**config.mk**
```make
export PLATFORM = sky130hd
export DESIGN_NAME = pc_sequencer
export DESIGN_NICKNAME = d
export VERILOG_FILES = /design/src/rtl/kgp_seq_pkg.sv /design/src/rtl/pc_next_calc.sv /design/src/rtl/pc_sequencer.sv
export SDC_FILE = /design/constraint.sdc
export NUM_CORES = 1
export LEC_CHECK = 0
export CORE_MARGIN = 2
export CORE_UTILIZATION = 30
export DETAILED_ROUTE_END_ITERATION = 7
export MAX_ROUTING_LAYER = met4
export PLACE_DENSITY = 0.55
export SLEW_MARGIN = 15
export SYNTH_ARGS = -nofsm -noshare
export SYNTH_HDL_FRONTEND = slang
export SYNTH_SLANG_ARGS = --single-unit
```
**constraint.sdc**
```tcl
create_clock -name clk -period 9.5 [get_ports clk]
set_input_delay 0.95 -clock clk [delete_from_list [all_inputs] [get_ports clk]]
set_output_delay 0.95 -clock clk [all_outputs]
set_load 0.02 [all_outputs]
```
**src/rtl/kgp_seq_pkg.sv**
```systemverilog
// Shared types and constants for the KGP-RISC PC sequencer.
package kgp_seq_pkg;

  // Bytes per instruction word; sequential PC step.
  localparam int unsigned INSTR_BYTES = 4;

  // Low PC bits that are always zero for word-aligned targets.
  localparam int unsigned ALIGN_BITS = 2;

  // Control states, 3-bit encoding.
  typedef enum logic [2:0] {
    StFetch  = 3'd0,
    StDecode = 3'd1,
    StExec   = 3'd2,
    StMem    = 3'd3,
    StWb     = 3'd4,
    StHalt   = 3'd5
  } seq_state_e;

  // Next-PC source select.
  typedef enum logic [1:0] {
    SelSeq    = 2'd0,
    SelBranch = 2'd1,
    SelJr     = 2'd2
  } next_sel_e;

  // Priority: register jump (jr/call) over taken branch over sequential.
  function automatic next_sel_e pick_next_sel(input logic is_jr, input logic is_call,
                                              input logic is_branch, input logic br_taken);
    if (is_jr || is_call) begin
      return SelJr;
    end else if (is_branch && br_taken) begin
      return SelBranch;
    end else begin
      return SelSeq;
    end
  endfunction

endpackage

```
**src/rtl/pc_next_calc.sv**
```systemverilog
// Combinational next-PC datapath: sequential, PC-relative branch and register-jump targets.
// All arithmetic wraps modulo 2^ADDR_W.
module pc_next_calc
  import kgp_seq_pkg::*;
#(
  parameter int unsigned ADDR_W = 32,
  parameter int unsigned OFF_W  = 16
) (
  input  logic [ADDR_W-1:0] pc,
  input  logic [OFF_W-1:0]  br_off,
  input  logic [ADDR_W-1:0] rs_val,
  input  next_sel_e         sel,
  output logic [ADDR_W-1:0] nxt_pc
);

  localparam int unsigned ExtW = ADDR_W - OFF_W;

  logic [ADDR_W-1:0] seq_pc;
  logic [ADDR_W-1:0] off_ext;
  logic [ADDR_W-1:0] br_pc;
  logic [ADDR_W-1:0] jr_pc;

  // Candidate targets; the word offset is sign-extended then scaled to bytes.
  always_comb begin
    seq_pc  = pc + ADDR_W'(INSTR_BYTES);
    off_ext = {{ExtW{br_off[OFF_W-1]}}, br_off};
    br_pc   = seq_pc + (off_ext << ALIGN_BITS);
    jr_pc   = rs_val & ~ADDR_W'((1 << ALIGN_BITS) - 1);
  end

  // Target mux.
  always_comb begin
    nxt_pc = seq_pc;
    case (sel)
      SelBranch: nxt_pc = br_pc;
      SelJr:     nxt_pc = jr_pc;
      default:   nxt_pc = seq_pc;
    endcase
  end

endmodule

```
**src/rtl/pc_sequencer.sv**
```systemverilog
// KGP-RISC multi-cycle control FSM and program counter.
// FETCH -> DECODE -> EXEC -> [MEM] -> WB -> FETCH, HALT absorbing until rst.
// Optional feature macro PC_SEQ_LINK_EN: when defined, is_call writes the link register
// (link_we/link_addr in WB); when undefined, is_call behaves like is_jr and the link outputs are 0.
module pc_sequencer
  import kgp_seq_pkg::*;
#(
  parameter int unsigned        ADDR_W    = 32,
  parameter int unsigned        OFF_W     = 16,
  parameter logic [ADDR_W-1:0]  RESET_VEC = '0
) (
  input  logic              clk,
  input  logic              rst,
  input  logic              imem_ready,
  input  logic              dmem_ready,
  input  logic              dec_valid,
  input  logic              is_branch,
  input  logic              br_taken,
  input  logic              is_jr,
  input  logic              is_call,
  input  logic              is_mem,
  input  logic              is_halt,
  input  logic [OFF_W-1:0]  br_off,
  input  logic [ADDR_W-1:0] rs_val,
  input  logic              stall,
  output logic [ADDR_W-1:0] pc,
  output logic [ADDR_W-1:0] pc_old,
  output logic              imem_req,
  output logic              ir_we,
  output logic              dmem_req,
  output logic              rf_we,
  output logic              link_we,
  output logic [ADDR_W-1:0] link_addr,
  output logic              halted,
  output logic [31:0]       retired
);

  seq_state_e        state_q;
  logic [ADDR_W-1:0] pc_q;
  logic [ADDR_W-1:0] pc_old_q;
  logic [ADDR_W-1:0] nxt_pc_q;
  logic [31:0]       retired_q;
  next_sel_e         sel;
  logic [ADDR_W-1:0] nxt_pc;
`ifdef PC_SEQ_LINK_EN
  logic              call_q;
`endif

  // Select next-PC source from the class flags seen in EXEC.
  always_comb begin
    sel = pick_next_sel(is_jr, is_call, is_branch, br_taken);
  end

  pc_next_calc #(
    .ADDR_W (ADDR_W),
    .OFF_W  (OFF_W)
  ) u_pc_next_calc (
    .pc     (pc_q),
    .br_off (br_off),
    .rs_val (rs_val),
    .sel    (sel),
    .nxt_pc (nxt_pc)
  );

  // Control FSM with PC, last-retired PC and retire counter.
  always_ff @(posedge clk) begin
    if (rst) begin
      state_q   <= StFetch;
      pc_q      <= RESET_VEC;
      pc_old_q  <= RESET_VEC;
      nxt_pc_q  <= RESET_VEC;
      retired_q <= '0;
`ifdef PC_SEQ_LINK_EN
      call_q    <= 1'b0;
`endif
    end else begin
      case (state_q)
        StFetch: begin
          if (imem_ready) state_q <= StDecode;
        end
        StDecode: begin
          if (!stall && dec_valid) state_q <= is_halt ? StHalt : StExec;
        end
        StExec: begin
          // Target frozen here so later operand changes cannot disturb WB.
          nxt_pc_q <= nxt_pc;
`ifdef PC_SEQ_LINK_EN
          call_q   <= is_call;
`endif
          state_q  <= is_mem ? StMem : StWb;
        end
        StMem: begin
          if (dmem_ready) state_q <= StWb;
        end
        StWb: begin
          pc_q      <= nxt_pc_q;
          pc_old_q  <= pc_q;
          retired_q <= retired_q + 32'd1;
          state_q   <= StFetch;
        end
        StHalt: begin
          state_q <= StHalt;
        end
        default: begin
          state_q <= StFetch;
        end
      endcase
    end
  end

  // Handshake and write strobes, decoded from state and forced low during reset.
  always_comb begin
    imem_req = !rst && (state_q == StFetch);
    ir_we    = imem_req && imem_ready;
    dmem_req = !rst && (state_q == StMem);
    rf_we    = !rst && (state_q == StWb);
`ifdef PC_SEQ_LINK_EN
    link_we   = rf_we && call_q;
    link_addr = pc_q + ADDR_W'(INSTR_BYTES);
`else
    link_we   = 1'b0;
    link_addr = '0;
`endif
  end

  // Architectural state outputs.
  always_comb begin
    pc      = pc_q;
    pc_old  = pc_old_q;
    retired = retired_q;
    halted  = (state_q == StHalt);
  end

endmodule

```
=== Word level (Yosys, flattened, before mapping) ===
Index checks and enable logic that the tools add are counted.

* Output and inout port bits: 134
* Register bits: 131

* Eq/ne operators: 10
* Mux-type cells: 9
* Reduce and logical (&&, ||, !) cells: 11
* Add/subtract/negate cells: 3

{| class="wikitable"
|+ Operators with widths
! kind !! count
|-
| $pmux 32 s2 || 1
|-
| $add 32x1->32 const B || 1
|-
| $add 32x3->32 const B || 1
|-
| $add 32x32->32 || 1
|-
| $mux 3 || 5
|-
| $pmux 3 s5 || 1
|-
| $eq 3x2->1 const B || 2
|-
| $eq 3x3->1 const B || 2
|-
| $logic_and 1x1->1 || 6
|-
| $ne 2x2->1 const B || 3
|-
| $eq 3x1->1 const B || 1
|-
| $logic_not 3->1 || 1
|-
| $reduce_and 3->1 || 1
|-
| $eq 2x1->1 const B || 1
|-
| $eq 2x2->1 const B || 1
|-
| $logic_not 1->1 || 2
|-
| $mux 2 || 1
|-
| $logic_or 1x1->1 || 1
|-
| $mux 1 || 1
|}

=== Depth between registers and ports, before layout ===
* Word-level depth: 5
* Gate-level depth with buffers: 15
* Mapped depth without buffers: 13

=== Modules after synthesis ===
A second synthesis with hierarchy kept.

* Cell total of the unflattened synthesis: 1076
* Area total of the unflattened synthesis: 8021.4 um^2

{| class="wikitable"
|+ Modules (own cells, without submodules)
! module !! area each (um^2) !! sequential area each (um^2) !! times used !! cells an instance
|-
| pc_sequencer || 5243.8 || 2622.5 || 1 || 668
|-
| pc_next_calc || 2777.7 || 0.0 || 1 || 408
|}

=== Worst setup path after synthesis ===
OpenSTA, ideal clock, no wires.

* Path type: register to register
* Start: register pc_q[4], in the netlist pc[4]
* End: register nxt_pc_q[27]
* Data required time: 9399 ps
* Arrival time: 3348 ps
* Cell stages (with the launch flop): 14
* Clock period less this slack: 3449 ps
* Setup slack: 6051 ps
* Cell sequence: dfxtp_1 -> clkbuf_1 -> nand4_1 -> nor2_1 -> nand2_1 -> xnor2_1 -> ha_1 -> nand3_1 -> nor2_1 -> a211oi_1 -> a211oi_1 -> o21ai_0 -> mux2_2 -> o41ai_1

* Longest elaborated chain between the ends: 3

{| class="wikitable"
|+ RTL lines
! element !! line !! source
|-
| start: declaration || pc_sequencer.sv:39 || <nowiki>logic [ADDR_W-1:0] pc_q;</nowiki>
|-
| start signal: assignment || pc_sequencer.sv:96 || <nowiki>pc_q <= nxt_pc_q;</nowiki>
|-
| $add 32x3->32 (*) || pc_next_calc.sv:25 || <nowiki>seq_pc = pc + ADDR_W'(INSTR_BYTES);</nowiki>
|-
| $add 32x32->32 || pc_next_calc.sv:27 || <nowiki>br_pc = seq_pc + (off_ext << ALIGN_BITS);</nowiki>
|-
| $pmux 32 s2 (*) || pc_next_calc.sv:34 || <nowiki>case (sel)</nowiki>
|-
| end signal: assignment || pc_sequencer.sv:86 || <nowiki>nxt_pc_q <= nxt_pc;</nowiki>
|-
| end: declaration || pc_sequencer.sv:41 || <nowiki>logic [ADDR_W-1:0] nxt_pc_q;</nowiki>
|}

Mark *: on every way between the ends. The rest lies on a longest branch, timed or not.
A chain may end at the register's enable or synchronous reset.

=== Worst setup path in the final report ===
* Start: register pc_q[13], in the netlist pc[13]
* End: register nxt_pc_q[31]

Same word-level chain as after synthesis.

==> run summary <==
The logs give 6965 for the via count of the first global-routing pass and 131 for the clock sink total. The clock slew at the register clock pins of the worst setup and hold paths was 0.06 ns; the floorplan row count was 59. The number of vias per cell after detailed routing works out to 4.98. In this run the critical register-to-register path is launched from pc[13]. The portion of synthesized cell area occupied by the leading cell type is 33.1%, and the critical path data required time is 9.81 ns. The source-to-sink clock delay at the later pin of the worst-skew pair was 0.42 ns; the horizontal extent of the die was 167 um.

The die covers 27800 um2. In this run the cell area of the synthesized design comes to 7930 um2. For met2 alone, demand over resource in global routing was 26.8%. The run gives 0 ns as the setup total negative slack. The kind of end point of the critical path is a flip-flop. A synthesized cell averages 7.55 um2.

Measured on the finished design, the core utilization comes to 39.5%. The tools report the critical path startpoint category as a flip-flop. Measured against its own limit, the worst slew margin works out to 37.1%.

Global routing used 25.5% of the available met1 tracks. The arrival time reported for the critical path endpoint was 4.46 ns; the worst hold margin was 0.450 ns. Across the whole layout, storage elements account for 2620 um2. The H-tree was split into 4 levels.

The run gives 0 as the count of maximum capacitance violations. The first detailed-routing pass took 5 iterations. The number of inserted filler cells in the final layout came out at 2716. For met3 alone, demand over resource in global routing was 2.71%.

The worst setup path startpoint is pc[13]. Sorting the synthesized cells by area gives the leading types as sky130_fd_sc_hd__dfxtp_1 33%, sky130_fd_sc_hd__nand2_1 10%, sky130_fd_sc_hd__a21oi_1 7.5%. The worst path meets setup with 5.34 ns of slack. Counting distinct cell types in the post-synthesis netlist gives 72. The area added between synthesis and finish works out to 29.5%. In this run the most used layer during global routing was met2.

Synthesis produced a netlist whose cell count is 1050. The congestion estimate from routability-driven global placement came to 0.864. The multi-input combinational cells in the finished layout cover a total of 4900 um2.

The first global-routing pass estimated 39100 um of wire. At the pin with the least slew margin, the transition time is 0.941 ns. The count of final hold-check violations is 0, and the count of routing violations after the opening detailed-route iteration is 579. The post-route clock period utilization was 43.7%. Prior to clock tree synthesis, the placed netlist has a worst setup slack of 5.24 ns. The run gives 0 as the number of antenna violations at the first check in global routing. Detailed placement ended at an HPWL of 18600 um. The chip height works out to 167 um. 194 I/O pins were placed. The tools report the total of warnings raised by yosys as 0.

Input and output buffers added on the ports amount to 158. After synthesis, the share of flip-flops with an asynchronous set or reset is 0%. TritonCTS created 17 clock buffers. The tools report the startpoint of the lowest-slack hold path as nxt_pc_q[25]. The initial cell density of the core is 30.5%, and the count of buffers added by post-CTS timing repair for setup is 0.

Setup repair after global routing left no endpoint under its margin. The number of antenna-violating nets in the routed design came out at 0. The number of antenna diodes in the final layout is 0. The final layout contains routed wiring with a total length of 25100 um. The total power per unit cell area works out to 136 nW/um2.

Clock skew on the completed layout was measured at 0.00653 ns. The run finished with clean final reports. The worst-case clock buffer depth is 2, and the minimum clock period is 4.16 ns. The classification of the worst-slack hold path is flip-flop to flip-flop. The worst-case register-to-register setup slack is 5.34 ns, and the fraction of layout cells with a size suffix above 1 is 4.64%. The final-report setup violation count is 0. The count of final max-slew check failures was 0. For the sequential element share of the synthesized area, the log shows 33.1%. Entering global routing, the biggest net connects 86 pins. The floorplan step defined a core boundary enclosing 26000 um2. The largest fanout on the critical path is 8, and the achievable clock frequency is 241 MHz. Clock tree synthesis selected as its root buffer the cell sky130_fd_sc_hd__clkbuf_16. Across the VDD grid, the largest voltage drop is 0.000121 V.

The detailed-route wire length per cell was 16.5 um. Among all flip-flop cells after synthesis, the most frequent one is sky130_fd_sc_hd__dfxtp_1. For this block, the via count after detailed routing is 7575. For the total of cells resized after clock tree synthesis, the log shows 0. The run gives 0 as the final global-route overflow total. Buffers inserted to repair hold after CTS numbered 0.

Classification of the worst setup path: flip-flop to flip-flop. Number of synthesized flops with an enable pin: 0. Summed over all instances, the cell type with the most area after synthesis is sky130_fd_sc_hd__dfxtp_1. The total of flip-flops plus latches after synthesis is 131, and the static power due to leakage is 0.00369 uW.

Across every metal layer, demand over resource in global routing totals 18.1%. The detailed-route DRC error count is 0, and the number of nets in the layout is 1268. TritonCTS built the clock tree.
-- synthesized netlist by cell type (12+ instances only) --
cell type and instances:
sky130_fd_sc_hd__a21oi_1 119, sky130_fd_sc_hd__dfxtp_1 131, sky130_fd_sc_hd__xnor2_1 28, sky130_fd_sc_hd__nand2_1 214, sky130_fd_sc_hd__nor3_1 19, sky130_fd_sc_hd__nand4_1 17
sky130_fd_sc_hd__buf_4 33, sky130_fd_sc_hd__ha_1 35, sky130_fd_sc_hd__a211oi_1 15, sky130_fd_sc_hd__nor2_1 79, sky130_fd_sc_hd__nand3_1 32, sky130_fd_sc_hd__clkbuf_1 52
sky130_fd_sc_hd__xor2_1 41, sky130_fd_sc_hd__or3_1 12, sky130_fd_sc_hd__inv_1 15, sky130_fd_sc_hd__o21ai_0 36
-- per-stage QoR --
step                instance area [um2]  power [uW]  instances
global placement                   9640         704       1488
floorplan                          8050         662       1082
detailed placement                 9640         704       1488
finish                            10300        1390       1520
CTS                               10300        1410       1520
global route                      10300        1440       1520
-- where the power goes --
group	leakage (uW)	switching (uW)	internal, uW
combinational	0.00233	80.9	49.4
clock	0.000301	239	460
sequential	0.00106	6.65	555
-- cell usage in the layout, fill, tap and decap left out, drive strengths merged, types with 10 or more instances in the layout --
cell,netlist,routed
clkbuf,53,24
inv,15,15
nand2,214,214
nand3,32,32
o211ai,11,11
or3,12,12
and3,10,10
xnor2,28,28
o21ai,38,38
nor2,79,79
a211oi,15,15
conb,1,33
nand4,18,18
ha,35,35
a21oi,119,119
and4,11,11
xor2,41,41
nor3,22,22
a221oi,10,10
clkdlybuf4s50,0,157
dfxtp,131,131
a21o,11,11
-- critical path, cell delays in order, from the launching register on --
cell	delay (ns)
sky130_fd_sc_hd__dfxtp_1	0.52
sky130_fd_sc_hd__nand4_2	0.21
sky130_fd_sc_hd__or4_4	0.57
sky130_fd_sc_hd__nor4_1	0.40
sky130_fd_sc_hd__xor2_1	0.22
sky130_fd_sc_hd__ha_1	0.45
sky130_fd_sc_hd__and4_1	0.31
sky130_fd_sc_hd__and3_1	0.19
sky130_fd_sc_hd__nand3_1	0.11
sky130_fd_sc_hd__a2111oi_0	0.62
sky130_fd_sc_hd__a211oi_1	0.15
sky130_fd_sc_hd__xnor2_1	0.20
sky130_fd_sc_hd__o21ai_1	0.08
-- layer usage --
metal | vias up | part of all wire [%]
met5 | - | 0
met2 | 213 | 44
met1 | 3454 | 50
li1 | 3876 | -
met3 | 32 | 4.3
met4 | 0 | 1.9
-- cells by family after synthesis --
| family | after synthesis | share of synthesized area (%) |
|---|---|---|
| adders and majority gates | 36 | 5.77 |
| DFF | 131 | 33.1 |
| muxes | 5 | 0.647 |
| xor gates and xnor gates | 69 | 7.62 |
| other | 1 | 0.0473 |
| AOI/OAI and AO/OA | 261 | 20.5 |
| buffers and inverters | 110 | 6.85 |
| and+or+nand+nor | 437 | 25.5 |
-- flip-flops by register name, indices dropped and copies added (netlist names) --
| signal | count |
|---|---|
| nxt_pc_q | 32 |
| pc | 32 |
| pc_old | 32 |
| retired | 32 |
| state_q | 3 |
-- path summary, 6_finish.rpt --
kind,cells after the start,to
max,12,nxt_pc_q[31]
min,2,pc[25]
max reg2reg,12,nxt_pc_q[31]
min reg2reg,2,pc[25]
-- cell type report --
cell class | count | area share (%)
inverter | 15 | 0.548
timing repair buffer | 166 | 16.0
clock buffer | 24 | 4.69
sequential | 131 | 25.5
tap | 335 | 4.08
multi-input combinational | 841 | 47.7
clock inverter | 8 | 1.45
Power figures use the tool's default switching activity.
